<file path="src/rtl/bin2bcd_seq.sv">
// rtl/bin2bcd_seq.sv - iterative double-dabble binary-to-BCD converter, one bit per clock
module bin2bcd_seq #(
    parameter int WIDTH  = 14,
    parameter int DIGITS = 5,
    parameter int SAT    = 1
) (
    input  logic                clk,
    input  logic                rst,
    input  logic                start,
    input  logic [WIDTH-1:0]    bin,
    output logic                busy,
    output logic                done,
    output logic [4*DIGITS-1:0] bcd,
    output logic                ovf
);
    localparam int AW = 4 * DIGITS;
    localparam int CW = (WIDTH > 1) ? $clog2(WIDTH) : 1;

    typedef enum logic {IDLE, CONV} state_t;

    state_t          state, state_nxt;
    logic [WIDTH-1:0] sr;
    logic [AW-1:0]    acc, acc_adj, acc_step;
    logic             ov_acc, ov_step;
    logic [CW-1:0]    cnt;
    logic             last, accept, finish;

    always_ff @(posedge clk) begin
        if (rst) state <= IDLE;
        else     state <= state_nxt;
    end

    always_comb begin
        state_nxt = state;
        case (state)
            IDLE:    if (start) state_nxt = CONV;
            CONV:    if (last)  state_nxt = IDLE;
            default: state_nxt = IDLE;
        endcase
    end

    always_comb begin
        busy   = (state == CONV);
        accept = (state == IDLE) && start;
        finish = (state == CONV) && last;
    end

    // Add-3 on every digit >= 5 before the shift; bits leaving the top digit mark overflow.
    always_comb begin
        last = (cnt == CW'(WIDTH - 1));
        acc_adj = acc;
        for (int d = 0; d < DIGITS; d++) begin
            if (acc[4*d +: 4] >= 4'd5) acc_adj[4*d +: 4] = acc[4*d +: 4] + 4'd3;
        end
        acc_step = {acc_adj[AW-2:0], sr[WIDTH-1]};
        ov_step  = ov_acc | acc_adj[AW-1];
    end

    always_ff @(posedge clk) begin
        if (rst) begin
            sr     <= '0;
            acc    <= '0;
            ov_acc <= 1'b0;
            cnt    <= '0;
            bcd    <= '0;
            ovf    <= 1'b0;
            done   <= 1'b0;
        end else begin
            done <= finish;
            if (accept) begin
                sr     <= bin;
                acc    <= '0;
                ov_acc <= 1'b0;
                cnt    <= '0;
            end else if (busy) begin
                sr     <= sr << 1;
                acc    <= acc_step;
                ov_acc <= ov_step;
                cnt    <= cnt + CW'(1);
            end
            if (finish) begin
                ovf <= ov_step;
                bcd <= ((SAT != 0) && ov_step) ? {DIGITS{4'h9}} : acc_step;
            end
        end
    end
endmodule

</file>
<file path="config.mk">
export PLATFORM = sky130hd
export DESIGN_NAME = bin2bcd_seq
export DESIGN_NICKNAME = d
export VERILOG_FILES = /design/src/rtl/bin2bcd_seq.sv
export SDC_FILE = /design/constraint.sdc
export NUM_CORES = 1
export LEC_CHECK = 0
export CAP_MARGIN = 40
export CORE_MARGIN = 10
export CORE_UTILIZATION = 53
export DETAILED_ROUTE_END_ITERATION = 6
export PLACE_DENSITY_LB_ADDON = 0.12
export SLEW_MARGIN = 10
export SYNTH_ARGS = -nofsm -noshare
export SYNTH_HDL_FRONTEND = slang
export SYNTH_SLANG_ARGS = --single-unit
</file>
<file path="constraint.sdc">
create_clock -name clk -period 2.4 [get_ports clk]
set_clock_uncertainty 0.05 [all_clocks]
set_input_delay 0.48 -clock clk [delete_from_list [all_inputs] [get_ports clk]]
set_output_delay 0.48 -clock clk [all_outputs]
set_load 0.03 [all_outputs]
</file>
==> out/qor.txt <==
run status: finished clean
ANT nets after route: 0
Via Count: 2174
fraction of layout cells with a size suffix above 1: 0.0912
Cell variety after synth: 28
vias in the first global route: 2193
pin count of the biggest net entering global routing: 36
Overflow after GRT: 0
Yosys reg bits: 62
worst hold stages: 1
Max-Cap Viols: 0
critical-path cell list: clkdlybuf4s50_1
Peak Freq: 528 MHz
launch point of the worst reg-to-reg path: acc[17]
endpoints failing hold: 0
core area: 0.00482 mm²
via/cell ratio: 5.20
share of power burned in registers: 0.505
YS warnings: 0
kind of cell adding the most delay to the critical path: buffers and inverters
setup slack, reg-to-reg: 560 ps
post_cts resized: 0
R2R Path End: bcd[5]
die area: 0.00835 mm²
# diodes: 0
CTS tree: done
Psw: 535 µW
dominant cell type by area after synthesis: dfxtp_1
Tcrit/Tclk final: 0.790
Max clock buf depth: 2
most common cell after layout, fill and taps aside: dfxtp_1
worst ir drop on vdd: 0.000442 V
critical path launch point type: register
Post-layout nets: 377
CTS buffer count: 9
setup TNS: 0 ps
synth top area cells: dfxtp_1 46%, a21oi_1 5.9%, nor2_1 5.7%
minimum clock period: 1890 ps
DP HPWL: 4190 µm
clock tree root driver cell: clkbuf_8
post-CTS setup buffer count: 0
mapped cell area: 0.00270 mm²
Total Power: 2150 µW
Mapped Nets: 334
Hold WC Path Type: register to register
I/O Buffers: 39
Pint: 1620 µW
die height: 91.4 µm
die outline width: 91.4 µm
Placement Rows: 25
Clock Power Share: 0.385
Crit Path Class: register to output pin
initial antenna violation count: 0
commonest cells after routing, fill and taps aside: 61 x dfxtp_1, 41 x nor2_1, 39 x clkdlybuf4s50_1, 32 x a21oi_1, 28 x nand2_1
Worst-Skew Late Latency: 350 ps
initial drt markers: 105
Area Overhead vs Synth: 24.5%
Worst-path clk slew: 70 ps
Tightest Pin Transition: 437 ps
CP endpoint: bcd[5]
Largest stage delay, worst path: 680 ps
Comb pwr share: 0.111
RSZ-0062 raised after global routing: false
Critical Path AT: 1360 ps
GRT Util Overall: 0.144
Slowest-stage cell, CP: clkdlybuf4s50_1
switching part of the total: 0.248
final setup fails: 0
Worst EP required: 1870 ps
Buf/Inv on CP: 1
DRT Pass-1 Iters: 4
Worst slew margin: 0.709
# DRC: 0
first-pass GRT wire length: 9920 µm
worst-path maximum fanout: 2
sequential area share after synthesis: 0.460
Placer Congestion: 0.746
Pwr Density: 641 mW/mm²
hold-fix buffers at CTS: 0
Mapped Cells: 305
CTS H-tree depth: 3
Slew Viols, Final: 0
Hold Slack: 403 ps
fill count: 416
CP startpoint: bcd[5]
Reg2Reg Depth: 7
CP Capture Type: output pin
Initial Utilization: 0.560
io pins: 40
Levels on crit path: 1
final wirelength: 5790 µm
Lkg Pwr: 0.00132 µW
WL per Instance: 13.9 µm
Syn Area/Cell: 8.85 µm²
top cell type's share of synthesized area: 0.460
clock sinks: 62
[layer usage]
| layer | GRT usage | vias up | part of all wire |
|---|---|---|---|
| met4 | 0.0822 | 0 | 0.024 |
| met1 | 0.162 | 990 | 0.47 |
| li1 | - | 1135 | - |
| met2 | 0.234 | 38 | 0.46 |
| met3 | 0.0461 | 11 | 0.051 |
| met5 | 0 | - | 0 |
[cells by family (layout without fill, tap and decap cells)]
kind of cell | after synthesis | count (layout) | synth area share
xor+xnor | 8 | 8 | 0.0260
simple gates | 91 | 91 | 0.151
flops | 62 | 62 | 0.460
fa+ha+maj | 12 | 12 | 0.0556
buf+inv | 30 | 76 | 0.0459
mux | 20 | 20 | 0.0765
compound gates | 82 | 82 | 0.185
[how the worst min path moves through the flow]
| stage | from | endpoint | slack, ps |
|---|---|---|---|
| after floorplan | sr[12] | sr[13] | 400 |
| after global routing | bcd[16] | bcd[16] | 420 |
| after detailed placement | bcd[4] | bcd[4] | 390 |
| after CTS | bcd[4] | bcd[4] | 410 |
| after global placement | bcd[12] | bcd[12] | 380 |
| final | bcd[12] | bcd[12] | 400 |
[cell usage after synthesis]
library cell,n
dfxtp_1,62
nor2_1,41
a21oi_1,32
nand2_1,28
mux2i_1,15
o21ai_0,15
inv_1,13
ha_1,12
a211oi_1,10
clkbuf_1,10
nor3b_1,10
o22ai_1,10
nand2b_1,7
a21o_1,6
a22o_1,6
xnor2_1,6
mux2_2,5
buf_1,3
buf_2,3
nand4_1,2
xor2_1,2
a211oi_2,1
buf_6,1
nor2_2,1
nor2b_1,1
nor3_1,1
o21a_1,1
o21ai_2,1
[layout make-up]
| type | count | area [µm²] | share of cell area |
|---|---|---|---|
| Clock buffer | 13 | 169 | 0.0503 |
| Sequential cell | 62 | 1240 | 0.370 |
| Inverter | 13 | 48.8 | 0.0145 |
| Clock inverter | 1 | 5.00 | 0.00149 |
| Tap cell | 67 | 83.8 | 0.0249 |
| Timing Repair Buffer | 49 | 478 | 0.142 |
| Multi-Input combinational cell | 213 | 1330 | 0.397 |
[state kept, by name (all words and copies together) (netlist names)]
name / cells
ov_acc: 1
acc: 20
busy: 1
cnt: 4
done: 1
sr: 14
bcd: 20
ovf: 1
[power groups by stage]
stage	registers (µW)	logic (µW)	clock network, µW
detailed placement	1110	238	0
finish	1090	238	829
global route	1090	268	874
floorplan	1110	165	0
CTS	1090	240	832
global placement	1110	232	0
[metrics by stage]
| step | instances | instance area [µm²] | util | setup slack [ps] |
|---|---|---|---|---|
| 3_3_place_gp | 404 | 3190 | 0.662 | 433 |
| 5_1_grt | 418 | 3360 | 0.698 | 338 |
| 4_1_cts | 418 | 3360 | 0.698 | 492 |
| 2_1_floorplan | 305 | 2700 | - | 737 |
| 6_report | 418 | 3360 | 0.698 | 505 |
| 3_5_place_dp | 404 | 3190 | 0.662 | 403 |
[worst register-to-register path, cell delays in order (launching register included)]
cell and delay, ps:
dfxtp_1 360, inv_1 80, ha_1 170, nand2b_1 150, nor3b_1 160, a211oi_2 250
nand2_1 290, o21ai_0 260
No activity file was read; power rests on OpenSTA's default activity.
